<file path="src/rtl/axil_pkg.sv">
// Shared state encoding and AXI constants for the AXI-Lite single master.
package axil_pkg;

  typedef enum logic [1:0] {
    IDLE,
    WRITE,
    READ,
    RESP
  } axil_mst_state_t;

  localparam logic [1:0] AXI_RESP_OKAY   = 2'b00;
  localparam logic [1:0] AXI_RESP_EXOKAY = 2'b01;
  localparam logic [1:0] AXI_RESP_SLVERR = 2'b10;
  localparam logic [1:0] AXI_RESP_DECERR = 2'b11;

  localparam logic [2:0] AXI_PROT_DEFAULT = 3'b000;

endpackage

</file>
<file path="src/rtl/axil_mst_watchdog.sv">
// Saturating busy-cycle counter with a sticky timeout flag.
// Used by axil_single_master only when AXIL_MASTER_TIMEOUT_EN is defined.
module axil_mst_watchdog #(
  parameter int LIMIT = 15
) (
  input  logic clk,
  input  logic rst,
  input  logic start,
  input  logic active,
  output logic timeout
);

  localparam int CW = $clog2(LIMIT + 1);
  localparam logic [CW-1:0] MAX = CW'(LIMIT);

  logic [CW-1:0] cnt;

  always_ff @(posedge clk) begin
    if (rst) begin
      cnt     <= '0;
      timeout <= 1'b0;
    end else if (start) begin
      cnt <= '0;
    end else if (active) begin
      if (cnt != MAX) cnt <= cnt + CW'(1);
      // flag rises on the same edge the count reaches LIMIT
      if (cnt >= MAX - CW'(1)) timeout <= 1'b1;
    end
  end

endmodule

</file>
<file path="src/rtl/axil_single_master.sv">
// AXI4-Lite single-outstanding master driven by a valid/ready command port.
// Optional watchdog flag o_timeout is built when AXIL_MASTER_TIMEOUT_EN is defined.
module axil_single_master
  import axil_pkg::*;
#(
  parameter int C_AXI_ADDR_WIDTH = 7,
  parameter int C_AXI_DATA_WIDTH = 32,
  parameter int C_TIMEOUT_CYCLES = 15
) (
  input  logic                          M_AXI_ACLK,
  input  logic                          M_AXI_ARESET,
  input  logic                          cmd_valid,
  output logic                          cmd_ready,
  input  logic                          cmd_we,
  input  logic [C_AXI_ADDR_WIDTH-1:0]   cmd_addr,
  input  logic [C_AXI_DATA_WIDTH-1:0]   cmd_wdata,
  input  logic [C_AXI_DATA_WIDTH/8-1:0] cmd_wstrb,
  output logic                          rsp_valid,
  input  logic                          rsp_ready,
  output logic                          rsp_we,
  output logic [C_AXI_DATA_WIDTH-1:0]   rsp_rdata,
  output logic [1:0]                    rsp_resp,
`ifdef AXIL_MASTER_TIMEOUT_EN
  output logic                          o_timeout,
`endif
  output logic                          M_AXI_AWVALID,
  input  logic                          M_AXI_AWREADY,
  output logic [C_AXI_ADDR_WIDTH-1:0]   M_AXI_AWADDR,
  output logic [2:0]                    M_AXI_AWPROT,
  output logic                          M_AXI_WVALID,
  input  logic                          M_AXI_WREADY,
  output logic [C_AXI_DATA_WIDTH-1:0]   M_AXI_WDATA,
  output logic [C_AXI_DATA_WIDTH/8-1:0] M_AXI_WSTRB,
  input  logic                          M_AXI_BVALID,
  output logic                          M_AXI_BREADY,
  input  logic [1:0]                    M_AXI_BRESP,
  output logic                          M_AXI_ARVALID,
  input  logic                          M_AXI_ARREADY,
  output logic [C_AXI_ADDR_WIDTH-1:0]   M_AXI_ARADDR,
  output logic [2:0]                    M_AXI_ARPROT,
  input  logic                          M_AXI_RVALID,
  output logic                          M_AXI_RREADY,
  input  logic [C_AXI_DATA_WIDTH-1:0]   M_AXI_RDATA,
  input  logic [1:0]                    M_AXI_RRESP
);

  localparam int AW = C_AXI_ADDR_WIDTH;
  localparam int DW = C_AXI_DATA_WIDTH;
  localparam int SW = DW / 8;

  if (C_TIMEOUT_CYCLES < 1) begin : g_bad_cfg
    $error("C_TIMEOUT_CYCLES must be >= 1");
  end

  axil_mst_state_t state, state_nx;

  logic          cmd_rdy, cmd_rdy_nx;
  logic          aw_valid, aw_valid_nx;
  logic          w_valid, w_valid_nx;
  logic          ar_valid, ar_valid_nx;
  logic          b_ready, b_ready_nx;
  logic          r_ready, r_ready_nx;
  logic          aw_done, aw_done_nx;
  logic          w_done, w_done_nx;
  logic          rsp_vld, rsp_vld_nx;
  logic          we, we_nx;
  logic [AW-1:0] addr, addr_nx;
  logic [DW-1:0] wdata, wdata_nx;
  logic [SW-1:0] wstrb, wstrb_nx;
  logic [DW-1:0] rdata, rdata_nx;
  logic [1:0]    resp, resp_nx;

  always_comb begin
    state_nx    = state;
    aw_valid_nx = aw_valid;
    w_valid_nx  = w_valid;
    ar_valid_nx = ar_valid;
    b_ready_nx  = b_ready;
    r_ready_nx  = r_ready;
    aw_done_nx  = aw_done;
    w_done_nx   = w_done;
    rsp_vld_nx  = rsp_vld;
    we_nx       = we;
    addr_nx     = addr;
    wdata_nx    = wdata;
    wstrb_nx    = wstrb;
    rdata_nx    = rdata;
    resp_nx     = resp;
    unique case (state)
      IDLE: begin
        if (cmd_valid && cmd_rdy) begin
          we_nx    = cmd_we;
          addr_nx  = cmd_addr;
          wdata_nx = cmd_wdata;
          wstrb_nx = cmd_wstrb;
          if (cmd_we) begin
            state_nx    = WRITE;
            aw_valid_nx = 1'b1;
            w_valid_nx  = 1'b1;
            aw_done_nx  = 1'b0;
            w_done_nx   = 1'b0;
          end else begin
            state_nx    = READ;
            ar_valid_nx = 1'b1;
          end
        end
      end
      WRITE: begin
        if (aw_valid && M_AXI_AWREADY) begin
          aw_valid_nx = 1'b0;
          aw_done_nx  = 1'b1;
        end
        if (w_valid && M_AXI_WREADY) begin
          w_valid_nx = 1'b0;
          w_done_nx  = 1'b1;
        end
        if (b_ready && M_AXI_BVALID) begin
          b_ready_nx = 1'b0;
          resp_nx    = M_AXI_BRESP;
          rdata_nx   = '0;
          rsp_vld_nx = 1'b1;
          state_nx   = RESP;
        end else if (aw_done && w_done) begin
          b_ready_nx = 1'b1;
        end
      end
      READ: begin
        if (ar_valid && M_AXI_ARREADY) begin
          ar_valid_nx = 1'b0;
          r_ready_nx  = 1'b1;
        end
        if (r_ready && M_AXI_RVALID) begin
          r_ready_nx = 1'b0;
          rdata_nx   = M_AXI_RDATA;
          resp_nx    = M_AXI_RRESP;
          rsp_vld_nx = 1'b1;
          state_nx   = RESP;
        end
      end
      RESP: begin
        if (rsp_ready) begin
          rsp_vld_nx = 1'b0;
          state_nx   = IDLE;
        end
      end
    endcase
    cmd_rdy_nx = (state_nx == IDLE);
  end

  always_ff @(posedge M_AXI_ACLK) begin
    if (M_AXI_ARESET) begin
      state    <= IDLE;
      cmd_rdy  <= 1'b0;
      aw_valid <= 1'b0;
      w_valid  <= 1'b0;
      ar_valid <= 1'b0;
      b_ready  <= 1'b0;
      r_ready  <= 1'b0;
      aw_done  <= 1'b0;
      w_done   <= 1'b0;
      rsp_vld  <= 1'b0;
      we       <= 1'b0;
      addr     <= '0;
      wdata    <= '0;
      wstrb    <= '0;
      rdata    <= '0;
      resp     <= '0;
    end else begin
      state    <= state_nx;
      cmd_rdy  <= cmd_rdy_nx;
      aw_valid <= aw_valid_nx;
      w_valid  <= w_valid_nx;
      ar_valid <= ar_valid_nx;
      b_ready  <= b_ready_nx;
      r_ready  <= r_ready_nx;
      aw_done  <= aw_done_nx;
      w_done   <= w_done_nx;
      rsp_vld  <= rsp_vld_nx;
      we       <= we_nx;
      addr     <= addr_nx;
      wdata    <= wdata_nx;
      wstrb    <= wstrb_nx;
      rdata    <= rdata_nx;
      resp     <= resp_nx;
    end
  end

  assign cmd_ready     = cmd_rdy;
  assign rsp_valid     = rsp_vld;
  assign rsp_we        = we;
  assign rsp_rdata     = rdata;
  assign rsp_resp      = resp;
  assign M_AXI_AWVALID = aw_valid;
  assign M_AXI_AWADDR  = addr;
  assign M_AXI_AWPROT  = AXI_PROT_DEFAULT;
  assign M_AXI_WVALID  = w_valid;
  assign M_AXI_WDATA   = wdata;
  assign M_AXI_WSTRB   = wstrb;
  assign M_AXI_BREADY  = b_ready;
  assign M_AXI_ARVALID = ar_valid;
  assign M_AXI_ARADDR  = addr;
  assign M_AXI_ARPROT  = AXI_PROT_DEFAULT;
  assign M_AXI_RREADY  = r_ready;

`ifdef AXIL_MASTER_TIMEOUT_EN
  axil_mst_watchdog #(
    .LIMIT(C_TIMEOUT_CYCLES)
  ) u_wdog (
    .clk    (M_AXI_ACLK),
    .rst    (M_AXI_ARESET),
    .start  (state == IDLE && state_nx != IDLE),
    .active (state == WRITE || state == READ),
    .timeout(o_timeout)
  );
`endif

endmodule

</file>
<file path="config.mk">
export PLATFORM = sky130hd
export DESIGN_NAME = axil_single_master
export DESIGN_NICKNAME = d
export VERILOG_FILES = /design/src/rtl/axil_pkg.sv /design/src/rtl/axil_mst_watchdog.sv /design/src/rtl/axil_single_master.sv
export SDC_FILE = /design/constraint.sdc
export NUM_CORES = 1
export LEC_CHECK = 0
export ABC_AREA = 1
export ABC_CLOCK_PERIOD_IN_PS = 1500
export CAP_MARGIN = 20
export CORE_MARGIN = 1.5
export CORE_UTILIZATION = 25
export DETAILED_ROUTE_END_ITERATION = 12
export MAX_ROUTING_LAYER = met4
export SLEW_MARGIN = 0
export SYNTH_ARGS = -nofsm -noshare
export SYNTH_HDL_FRONTEND = slang
export SYNTH_HIERARCHICAL = 1
export SYNTH_SLANG_ARGS = --single-unit
</file>
<file path="constraint.sdc">
create_clock -name M_AXI_ACLK -period 1.5 [get_ports M_AXI_ACLK]
set_clock_uncertainty 0.15 [all_clocks]
set_input_delay 0.15 -clock M_AXI_ACLK [delete_from_list [all_inputs] [get_ports M_AXI_ACLK]]
set_output_delay 0.15 -clock M_AXI_ACLK [all_outputs]
set_load 0.01 [all_outputs]
</file>
; ---- Word-level counts from Yosys, hierarchy flattened
; Index checks and enable logic that the tools add are counted.
[word_totals]
register_bits = 89
out_inout_bits = 98
word_cells = 87
input_bits = 89
[op_classes]
mux = 36
n_eq_ne = 12
reduce_logical = 23
[ops]
columns = op, n
row1 = $mux W32, 2
row2 = $pmux W32 S2, 1
row3 = $mux W1, 18
row4 = $ne A2 B2 Y1 const B, 9
row5 = $reduce_and A4 Y1, 4
row6 = $mux W2, 7
row7 = $pmux W1 S2, 5
row8 = $reduce_bool A2 Y1, 5
row9 = $pmux W2 S4, 1
row10 = $logic_and A1 B1 Y1, 7
row11 = $reduce_and A2 Y1, 3
row12 = $eq A2 B2 Y1 const B, 2
row13 = $logic_not A2 Y1, 2
row14 = $pmux W2 S2, 1
row15 = $pmux W1 S3, 1
row16 = $reduce_and A3 Y1, 1
row17 = $reduce_bool A3 Y1, 1
row18 = $eq A2 B1 Y1 const B, 1

; ---- Logic depth before layout (Yosys ltp)
; Gate-level depths: netlist of run 1.
[logic_depth]
ltp_word = 4
depth_mapped = 7

; ---- Worst setup path before layout of run 1
; No wires, ideal clock.
[synth_path]
path_kind = reg2reg
startpoint = register r_ready, in the netlist M_AXI_RREADY
endpoint = register rdata[11], in the netlist rsp_rdata[11]
arrival_time_ns = 1.094
setup_slack_ns = 0.118
path_stages_with_launch = 7
setup_time_ns = 0.138
period_less_slack_ns = 1.382
path_cell_list = dfxtp_1 -> nand2_1 -> nor2_4 -> nor2_8 -> buf_6 -> nand2_1 -> a21oi_2
[synth_via]
elab_chain_len = 3
[synth_rtl]
columns = element, line
row1 = from (decl), axil_single_master.sv:62  ; logic r_ready, r_ready_nx;
row2 = from (signal assigned), axil_single_master.sv:175  ; r_ready <= r_ready_nx;
row3 = $logic_and A1 B1 Y1, axil_single_master.sv:132  ; if (r_ready && M_AXI_RVALID) begin
row4 = $ne A2 B2 Y1 (no source line), n/a
row5 = $reduce_and A3 Y1 (no source line), n/a
row6 = to (signal assigned), axil_single_master.sv:183  ; rdata <= rdata_nx;
row7 = to (decl), axil_single_master.sv:70  ; logic [DW-1:0] rdata, rdata_nx;
; No other way between the ends.
; A chain may end at the register's enable or synchronous reset.

; ---- Worst setup path after layout of run 1
[layout_path]
startpoint = register state[0]
endpoint = register aw_done
[layout_via]
elab_chain_len = 3
elab_cells_between_ends = 8
cone_classes = eq/ne (4) / mux (1) / reduce/logical (3)
[layout_rtl]
columns = element, line
row1 = from (decl), axil_single_master.sv:55  ; axil_mst_state_t state, state_nx;
row2 = from (signal assigned), axil_single_master.sv:169  ; state <= state_nx;
row3 = $eq A2 B1 Y1 or $logic_not A2 Y1 (tied branches), axil_single_master.sv:89  ; unique case (state)
row4 = $ne A2 B2 Y1 (no source line) or $reduce_bool A2 Y1 (tied branches), n/a
row5 = $reduce_and A4 Y1 (no source line), n/a
row6 = to (signal assigned), axil_single_master.sv:176  ; aw_done <= aw_done_nx;
row7 = to (decl), axil_single_master.sv:63  ; logic aw_done, aw_done_nx;
; Parallel ways exist; a longest one is shown, timed or not.

==> results of run 1 <==
[per-layer routing]
metal	up-vias	share of wire
met5	-	0
met1	1563	0.43
met2	114	0.48
met4	0	0.020
li1	1729	-
met3	18	0.073
[cell families (layout without fill, tap and decap cells)]
| group | after synthesis | after routing | synth area share |
|---|---|---|---|
| and+or+nand+nor | 199 | 200 | 0.234 |
| AOI/OAI and AO/OA | 93 | 93 | 0.158 |
| other | 1 | 6 | 0.00110 |
| buffers and inverters | 48 | 235 | 0.0825 |
| DFF | 89 | 89 | 0.524 |
[through the flow]
stage               std cells  area [um2]  worst slack, ns
finish                    799        5710           0.0429
global route              799        5710          -0.0605
CTS                       791        5580          0.00181
detailed placement        772        5380           -0.201
global placement          772        5380           -0.111
floorplan                 435        3420            0.118
[path summary, 6_finish.rpt]
kind | start | to | slack [ns]
max reg2reg | state[0] | aw_done | 0.04
max | state[0] | aw_done | 0.04
min | M_AXI_ARESET | rsp_rdata[17] | 0.11
min reg2reg | rsp_rdata[15] | rsp_rdata[15] | 0.31
[worst max-delay path, stage by stage (launching register included)]
cell and delay (ns):
sky130_fd_sc_hd__dfxtp_4 0.37, sky130_fd_sc_hd__nor2_4 0.11, sky130_fd_sc_hd__inv_2 0.05, sky130_fd_sc_hd__nor2_4 0.23
sky130_fd_sc_hd__nand2_1 0.25, sky130_fd_sc_hd__nand2_1 0.13, sky130_fd_sc_hd__a21oi_1 0.06
[state kept, by name (all words and copies together) (netlist names), 2 cells and up]
| name | count |
|---|---|
| M_AXI_WDATA | 32 |
| rsp_rdata | 32 |
| M_AXI_ARADDR | 7 |
| M_AXI_WSTRB | 4 |
| rsp_resp | 2 |
| state | 2 |
[timing repair]
item | CTS | global route
setup endpoints to repair | 124 | 80
gates cloned | 1 | 1
pin swaps | 3 | 3
buffers inserted | 3 | 7
gates resized for setup | 95 | 22
[power by group through the flow]
stage	logic [mW]	registers [mW]	clock network, mW
2_1_floorplan	0.283	2.66	0
3_3_place_gp	0.918	2.60	0
3_5_place_dp	0.923	2.61	0
4_1_cts	0.837	2.55	2.16
5_1_grt	0.938	2.57	2.24
6_report	0.860	2.55	2.09
[area by class of cell]
| class | count | area [um2] | share of cell area |
|---|---|---|---|
| Clock buffer | 10 | 239 | 0.0418 |
| Inverter | 11 | 43.8 | 0.00767 |
| Tap cell | 176 | 220 | 0.0386 |
| Clock inverter | 5 | 32.5 | 0.00570 |
| Sequential cell | 89 | 1790 | 0.313 |
| Multi-Input combinational cell | 299 | 1410 | 0.247 |
| Timing Repair Buffer | 209 | 1970 | 0.346 |
[Yosys cell counts]
master / instances
sky130_fd_sc_hd__dfxtp_1: 89
sky130_fd_sc_hd__a21oi_1: 25
sky130_fd_sc_hd__a21oi_2: 18
sky130_fd_sc_hd__nor3_1: 2
sky130_fd_sc_hd__conb_1: 1
sky130_fd_sc_hd__buf_2: 5
sky130_fd_sc_hd__nand2_1: 91
sky130_fd_sc_hd__clkbuf_1: 13
sky130_fd_sc_hd__buf_6: 6
sky130_fd_sc_hd__buf_4: 13
sky130_fd_sc_hd__nor2_1: 97
sky130_fd_sc_hd__a31oi_1: 3
sky130_fd_sc_hd__inv_2: 3
sky130_fd_sc_hd__nor2_4: 2
sky130_fd_sc_hd__nand4_1: 3
sky130_fd_sc_hd__nor2_8: 1
sky130_fd_sc_hd__nand2_2: 1
sky130_fd_sc_hd__inv_1: 8
sky130_fd_sc_hd__nand3_1: 1
sky130_fd_sc_hd__o21ai_0: 47
sky130_fd_sc_hd__nor2_2: 1
==> flow_summary.html, run 1 <==
<table>
<tr><th>Metric</th><th>Value</th></tr>
<tr><th colspan="2">GRT</th></tr>
<tr><td>Overflow left after global routing</td><td>0</td></tr>
<tr><td>Antenna violations before repair</td><td>0</td></tr>
<tr><td>GRT met1 Usage</td><td>0.177</td></tr>
<tr><td>Largest net degree at the start of global routing</td><td>49</td></tr>
<tr><td>Routing layer with the top usage in global route</td><td>met2</td></tr>
<tr><td>First-pass GRT wire length</td><td>16.9 mm</td></tr>
<tr><td>Fraction of met3 tracks used by global routing</td><td>0.0556</td></tr>
<tr><td>Via count of the first global-routing pass</td><td>between 3,000 and 4,000</td></tr>
<tr><td>GRT Total Usage</td><td>0.156</td></tr>
<tr><td>Met2 capacity usage during global routing</td><td>0.255</td></tr>
<tr><th colspan="2">Routing</th></tr>
<tr><td>Overall via count from detail_route</td><td>3,424</td></tr>
<tr><td>DR WL/cell</td><td>13.5 um</td></tr>
<tr><td>DRC violation total after the first TritonRoute iteration</td><td>172</td></tr>
<tr><td>Count of TritonRoute iterations in the first routing pass</td><td>4</td></tr>
<tr><td>DRC</td><td>0</td></tr>
<tr><td>Vias per std cell</td><td>4.29</td></tr>
<tr><td>Post-DRT Antenna Nets</td><td>0</td></tr>
<tr><td>Wire length reported by the detailed router</td><td>10.8 mm</td></tr>
<tr><th colspan="2">Critical path</th></tr>
<tr><td>Critical setup path kind</td><td>flop to flop</td></tr>
<tr><td>Worst-path fanout max</td><td>7</td></tr>
<tr><td>Startpoint kind of the worst setup timing path</td><td>flop</td></tr>
<tr><td>Arrival time of the worst setup path</td><td>1.54 ns</td></tr>
<tr><td>Data required, critical path</td><td>approximately 1.6 ns</td></tr>
<tr><td>Register-to-Register Path Depth</td><td>6</td></tr>
<tr><td>Critical Path Sink Type</td><td>flop</td></tr>
<tr><th colspan="2">Layout</th></tr>
<tr><td>Fill cells</td><td>1,370</td></tr>
<tr><td>Top library cells by usage in the layout, fill and taps aside</td><td>sky130_fd_sc_hd__dlygate4sd2_1, sky130_fd_sc_hd__nand2_1, sky130_fd_sc_hd__clkdlybuf4s50_1</td></tr>
<tr><td>Final core utilization</td><td>0.431</td></tr>
<tr><td>Commonest non-fill, non-tap cell in the layout</td><td>sky130_fd_sc_hd__dlygate4sd2_1</td></tr>
<tr><td>Layout overhead on the synthesized area</td><td>68.1%</td></tr>
<tr><td>Ant diodes</td><td>0</td></tr>
<tr><td>Final layout net count</td><td>708</td></tr>
<tr><td>Layout cell share with drive strength beyond 1</td><td>0.146</td></tr>
<tr><th colspan="2">Clocking</th></tr>
<tr><td>Number of levels in the clock H-tree</td><td>3</td></tr>
<tr><td># clock sinks</td><td>89</td></tr>
<tr><td>Clock tree from TritonCTS</td><td>done</td></tr>
<tr><td>Maximum clock path buffer count</td><td>2</td></tr>
<tr><td>Insertion delay of the later-clocked pin in the worst-skew pair</td><td>0.34 ns</td></tr>
<tr><td>Number of hold-repair buffers added at the cts stage</td><td>0</td></tr>
<tr><td>Clock Tree Root</td><td>sky130_fd_sc_hd__clkbuf_16</td></tr>
<tr><td>Clk slew on worst S/H paths</td><td>about 0.06 ns</td></tr>
<tr><td>Number of buffers created by CTS</td><td>9</td></tr>
<tr><th colspan="2">Power</th></tr>
<tr><td>Share of power burned in the clock network</td><td>0.380</td></tr>
<tr><td>P_sw</td><td>1.40 mW</td></tr>
<tr><td>Total power consumption of the routed design</td><td>~5.5 mW</td></tr>
<tr><td>Part of the total power dissipated in combinational logic</td><td>0.157</td></tr>
<tr><td>Pleak</td><td>2.58 nW</td></tr>
<tr><td>Peak supply drop</td><td>0.715 mV</td></tr>
<tr><td>Flop pwr share</td><td>0.464</td></tr>
<tr><td>Sw Share</td><td>0.255</td></tr>
<tr><td>Internal Dissipation</td><td>4.10 mW</td></tr>
<tr><td>PD cells</td><td>963 nW/um2</td></tr>
<tr><th colspan="2">Floorplan</th></tr>
<tr><td>Starting utilization of the core area</td><td>0.257</td></tr>
<tr><td>Core footprint</td><td>13,200 um2</td></tr>
<tr><td>Number of top-level design ports</td><td>187</td></tr>
<tr><td>Core Rows</td><td>42</td></tr>
<tr><td>Die span in y</td><td>120 um</td></tr>
<tr><td>Die area</td><td>approximately 14,000 um2</td></tr>
<tr><td>Die width</td><td>120 um</td></tr>
<tr><th colspan="2">Logic synthesis</th></tr>
<tr><td>Synth warnings</td><td>6</td></tr>
<tr><td>Share of Yosys cell area claimed by the top area cell type</td><td>0.524</td></tr>
<tr><td>Count of different cell masters after synthesis</td><td>21</td></tr>
<tr><td>Cell types occupying the most area after synthesis</td><td>sky130_fd_sc_hd__dfxtp_1, sky130_fd_sc_hd__nor2_1, sky130_fd_sc_hd__nand2_1</td></tr>
<tr><td>Post-Synthesis Mean Instance Area</td><td>7.90 um2</td></tr>
<tr><td>Sequential element share of the synthesized area</td><td>0.524</td></tr>
<tr><td>Synthesized flop and latch total</td><td>89</td></tr>
<tr><td>Number of cells produced by synthesis</td><td>between 400 and 500</td></tr>
<tr><td>Mapped cell area</td><td>between 3000 and 4000 um2</td></tr>
<tr><td>Leading area contributor after synthesis</td><td>sky130_fd_sc_hd__dfxtp_1</td></tr>
<tr><th colspan="2">Timing</th></tr>
<tr><td>Minimum clock period after layout</td><td>1.46 ns</td></tr>
<tr><td>RSZ-0062 raised after global routing</td><td>yes</td></tr>
<tr><td>Total of endpoints with negative setup slack in the final report</td><td>0</td></tr>
<tr><td>Sum of negative setup slack</td><td>0 ns</td></tr>
<tr><td>Final number of hold-violating endpoints</td><td>0</td></tr>
<tr><td>Fin crit share</td><td>0.971</td></tr>
<tr><td>Fin. max-slew vios</td><td>0</td></tr>
<tr><td>Hold slack</td><td>0.108 ns</td></tr>
<tr><td>F_max</td><td>between 600 and 700 MHz</td></tr>
<tr><th colspan="2">Placement</th></tr>
<tr><td>Count of port buffers added during placement</td><td>180</td></tr>
<tr><td>Weighted congestion at the end of routability-driven global placement</td><td>~0.75</td></tr>
<tr><td>Final HPWL DP</td><td>7.57 mm</td></tr>
<tr><th colspan="2">Job</th></tr>
<tr><td>Maxcap violations</td><td>0</td></tr>
<tr><th colspan="2">Worst hold path</th></tr>
<tr><td>WHS Path Cells</td><td>3</td></tr>
<tr><td>Hold Crit Class</td><td>input pin to flop</td></tr>
<tr><th colspan="2">Outcome</th></tr>
<tr><td>Run status</td><td>completed</td></tr>
</table>
Note: power is estimated with default switching activity, not from simulation.
==> inputs of run 2 (changes only) <==
--- a/config.mk
+++ b/config.mk
@@ -14,3 +14,3 @@
 export MAX_ROUTING_LAYER = met4
-export SLEW_MARGIN = 0
+export SLEW_MARGIN = 20
 export SYNTH_ARGS = -nofsm -noshare
--- a/constraint.sdc
+++ b/constraint.sdc
@@ -4,2 +4,2 @@
 set_output_delay 0.15 -clock M_AXI_ACLK [all_outputs]
-set_load 0.01 [all_outputs]
+set_load 0.05 [all_outputs]
==> flow_summary.html, run 2 (synthesis gave the netlist of run 1 again) <==
<table>
<tr><th>Metric</th><th>Value</th></tr>
<tr><th colspan="2">Floorplan</th></tr>
<tr><td>Core footprint</td><td>between 10,000 and 15,000 um2</td></tr>
<tr><td>Die span in y</td><td>120 um</td></tr>
<tr><td>Die width</td><td>120 um</td></tr>
<tr><td>Number of top-level design ports</td><td>187</td></tr>
<tr><td>Core Rows</td><td>42</td></tr>
<tr><td>Starting utilization of the core area</td><td>0.257</td></tr>
<tr><td>Die area</td><td>14,300 um2</td></tr>
<tr><th colspan="2">Routing</th></tr>
<tr><td>Met2 Wirelength</td><td>around 5.4 mm</td></tr>
<tr><td>DRC</td><td>0</td></tr>
<tr><td>Highest routing layer actually used</td><td>met4</td></tr>
<tr><td>Wire length reported by the detailed router</td><td>11.2 mm</td></tr>
<tr><td>DR WL/cell</td><td>roughly 14 um</td></tr>
<tr><td>Length of routed met3 wiring</td><td>between 1 and 1.5 mm</td></tr>
<tr><td>WL met1</td><td>4.62 mm</td></tr>
<tr><td>Overall via count from detail_route</td><td>3,487</td></tr>
<tr><td>Post-DRT Antenna Nets</td><td>0</td></tr>
<tr><td>Vias per std cell</td><td>4.33</td></tr>
<tr><td>DRC violation total after the first TritonRoute iteration</td><td>~100</td></tr>
<tr><td>Count of TritonRoute iterations in the first routing pass</td><td>5</td></tr>
<tr><th colspan="2">Critical path</th></tr>
<tr><td>Critical path's most frequent cell</td><td>sky130_fd_sc_hd__nand2_4</td></tr>
<tr><td>Register-to-Register Path Depth</td><td>9</td></tr>
<tr><td>Terminus of the critical flop-to-flop path</td><td>rsp_rdata[8]</td></tr>
<tr><td>Critical setup path kind</td><td>flop to flop</td></tr>
<tr><td>Data required, critical path</td><td>between 1.5 and 2 ns</td></tr>
<tr><td>Critical R2R Launch</td><td>state[0]</td></tr>
<tr><td>Arrival time of the worst setup path</td><td>1.54 ns</td></tr>
<tr><td>Slowest cell on the critical path</td><td>sky130_fd_sc_hd__dfxtp_2</td></tr>
<tr><td>Worst setup slack for register-to-register paths</td><td>0.02 ns</td></tr>
<tr><td>Launching instance or port of the critical path</td><td>state[0]</td></tr>
<tr><td>Chain of cells forming the critical path</td><td>buf_6 -&gt; inv_4 -&gt; nand2_4 -&gt; nor2_4 -&gt; buf_12 -&gt; nor2_8 -&gt; clkbuf_16 -&gt; nand2_4 -&gt; a21oi_2</td></tr>
<tr><td>CP Buf/Inv Count</td><td>4</td></tr>
<tr><td>Delay contributed by the slowest stage of the critical path</td><td>0.33 ns</td></tr>
<tr><td>Worst-path fanout max</td><td>5</td></tr>
<tr><td>Startpoint kind of the worst setup timing path</td><td>flop</td></tr>
<tr><td>Cell family with most CP delay</td><td>buffers and inverters</td></tr>
<tr><td>Critical Path Sink Type</td><td>flop</td></tr>
<tr><th colspan="2">GRT</th></tr>
<tr><td>Via count of the first global-routing pass</td><td>3,449</td></tr>
<tr><td>First-pass GRT wire length</td><td>17.3 mm</td></tr>
<tr><td>Largest net degree at the start of global routing</td><td>about 50</td></tr>
<tr><td>GRT Total Usage</td><td>0.158</td></tr>
<tr><td>Overflow left after global routing</td><td>0</td></tr>
<tr><td>Antenna violations before repair</td><td>0</td></tr>
<tr><th colspan="2">Clocking</th></tr>
<tr><td>Number of levels in the clock H-tree</td><td>3</td></tr>
<tr><td>Clk slew on worst S/H paths</td><td>0.06 ns</td></tr>
<tr><td>Maximum clock path buffer count</td><td>2</td></tr>
<tr><td>Clock Tree Root</td><td>sky130_fd_sc_hd__clkbuf_16</td></tr>
<tr><td>Number of hold-repair buffers added at the cts stage</td><td>0</td></tr>
<tr><td># clock sinks</td><td>89</td></tr>
<tr><td>Insertion delay of the later-clocked pin in the worst-skew pair</td><td>0.33 ns</td></tr>
<tr><td>Clock tree from TritonCTS</td><td>done</td></tr>
<tr><td>Number of buffers created by CTS</td><td>9</td></tr>
<tr><th colspan="2">Timing</th></tr>
<tr><td>Fin. max-slew vios</td><td>0</td></tr>
<tr><td>Sum of negative setup slack</td><td>0 ns</td></tr>
<tr><td>Final number of hold-violating endpoints</td><td>0</td></tr>
<tr><td>Total of endpoints with negative setup slack in the final report</td><td>0</td></tr>
<tr><td>F_max</td><td>about 680 MHz</td></tr>
<tr><td>Minimum clock period after layout</td><td>between 1 and 1.5 ns</td></tr>
<tr><td>Fin crit share</td><td>0.985</td></tr>
<tr><td>Hold slack</td><td>0.0279 ns</td></tr>
<tr><td>RSZ-0062 raised after global routing</td><td>yes</td></tr>
<tr><th colspan="2">Worst hold path</th></tr>
<tr><td>WHS Path Cells</td><td>3</td></tr>
<tr><td>Hold Startpoint</td><td>M_AXI_ARESET</td></tr>
<tr><td>Hold Crit Class</td><td>input pin to flop</td></tr>
<tr><td>Worst min-delay path endpoint</td><td>state[0]</td></tr>
<tr><th colspan="2">Layout</th></tr>
<tr><td>Layout overhead on the synthesized area</td><td>104%</td></tr>
<tr><td>Storage cell area</td><td>1790 um2</td></tr>
<tr><td>Ant diodes</td><td>0</td></tr>
<tr><td>Commonest non-fill, non-tap cell in the layout</td><td>sky130_fd_sc_hd__buf_12</td></tr>
<tr><td>Fill cells</td><td>1,163</td></tr>
<tr><td>Final core utilization</td><td>0.523</td></tr>
<tr><td>Area of the multi-input gates</td><td>~1500 um2</td></tr>
<tr><td>Top library cells by usage in the layout, fill and taps aside</td><td>sky130_fd_sc_hd__buf_12, sky130_fd_sc_hd__clkdlybuf4s50_1, sky130_fd_sc_hd__dfxtp_1</td></tr>
<tr><td>Layout cell share with drive strength beyond 1</td><td>0.322</td></tr>
<tr><td>Post-layout instance area</td><td>6930 um2</td></tr>
<tr><td>Non-Filler Instances</td><td>~800</td></tr>
<tr><td>Final layout net count</td><td>between 700 and 800</td></tr>
<tr><th colspan="2">Placement</th></tr>
<tr><td>Weighted congestion at the end of routability-driven global placement</td><td>0.835</td></tr>
<tr><td>Final HPWL DP</td><td>slightly below 8 mm</td></tr>
<tr><td>Count of port buffers added during placement</td><td>180</td></tr>
<tr><td>Total placed cells including tap cells</td><td>roughly 770</td></tr>
<tr><td>Instance area after placement</td><td>around 6300 um2</td></tr>
<tr><th colspan="2">Outcome</th></tr>
<tr><td>Run status</td><td>completed</td></tr>
<tr><th colspan="2">Power</th></tr>
<tr><td>Sw Share</td><td>0.293</td></tr>
<tr><td>Part of the total power dissipated in combinational logic</td><td>0.259</td></tr>
<tr><td>Share of power burned in the clock network</td><td>0.331</td></tr>
<tr><td>Flop pwr share</td><td>0.410</td></tr>
<tr><td>PD cells</td><td>a little over 900 nW/um2</td></tr>
<tr><td>Peak supply drop</td><td>0.516 mV</td></tr>
<tr><td>Pleak</td><td>2.70 nW</td></tr>
<tr><td>P_sw</td><td>1.88 mW</td></tr>
<tr><td>Internal Dissipation</td><td>4.53 mW</td></tr>
<tr><th colspan="2">Job</th></tr>
<tr><td>Maxcap violations</td><td>0</td></tr>
</table>
-- run 2: cell count changes in the layout (fill, tap and decap cells not counted), moves of 3 or more --
cell / change
sky130_fd_sc_hd__buf_12: +94
sky130_fd_sc_hd__nand2_2: +9
sky130_fd_sc_hd__clkbuf_1: +3
sky130_fd_sc_hd__nand2_1: -14
sky130_fd_sc_hd__dlygate4sd2_1: -92
sky130_fd_sc_hd__nand2_4: +5
sky130_fd_sc_hd__buf_6: +5
sky130_fd_sc_hd__buf_4: -3
-- run 2: cell type report --
class / instances / area share
tap: 176 / 0.0318
multi-input combinational: 299 / 0.212
clock buffer: 14 / 0.0381
timing repair buffer: 215 / 0.451
sequential: 89 / 0.258
clock inverter: 2 / 0.00181
inverter: 11 / 0.00632
-- run 2: worst max path at each step --
stage | cells after the start | slack, ns | endpoint
after floorplan | 6 | 0.009 | rsp_rdata[11]
after detailed placement | 6 | -0.17 | rsp_rdata[30]
after global placement | 6 | -0.14 | rsp_rdata[21]
after global routing | 9 | -0.04 | rsp_rdata[21]
final | 9 | 0.02 | rsp_rdata[8]
after CTS | 9 | 0.01 | rsp_resp[1]
-- run 2: routing by layer --
metal,vias to the layer above,GRT usage
met1,1592,0.185
li1,1750,-
met3,13,0.0589
met4,0,0.0580
met5,-,-
met2,132,0.248
-- run 2: stage by stage --
| stage | total power [mW] | setup WS (ns) |
|---|---|---|
| after floorplan | 3.37 | 0.00932 |
| after global placement | 4.29 | -0.140 |
| after detailed placement | 4.31 | -0.168 |
| after CTS | 6.46 | 0.0113 |
| after global routing | 6.67 | -0.0422 |
| final | 6.40 | 0.0230 |
-- run 2: repair_timing --
item / 4_1_cts / 5_1_grt
buffers inserted: 7 / 6
pin swaps: 3 / 4
setup endpoints to repair: 39 / 72
gates cloned: 2 / 1
resized for setup: 2 / 48
-- run 2: worst register-to-register path, stage by stage, from the launching register on --
cell	delay [ns]
sky130_fd_sc_hd__dfxtp_2	0.33
sky130_fd_sc_hd__buf_6	0.13
sky130_fd_sc_hd__inv_4	0.06
sky130_fd_sc_hd__nand2_4	0.05
sky130_fd_sc_hd__nor2_4	0.17
sky130_fd_sc_hd__buf_12	0.14
sky130_fd_sc_hd__nor2_8	0.05
sky130_fd_sc_hd__clkbuf_16	0.18
sky130_fd_sc_hd__nand2_4	0.06
sky130_fd_sc_hd__a21oi_2	0.05
-- run 2: power groups by stage --
stage / combinational [mW] / clock (mW) / sequential, mW
final: 1.66 / 2.12 / 2.63
after global routing: 1.74 / 2.29 / 2.64
after CTS: 1.64 / 2.20 / 2.63
after detailed placement: 1.63 / 0 / 2.68
after global placement: 1.62 / 0 / 2.67
after floorplan: 0.363 / 0 / 3.01
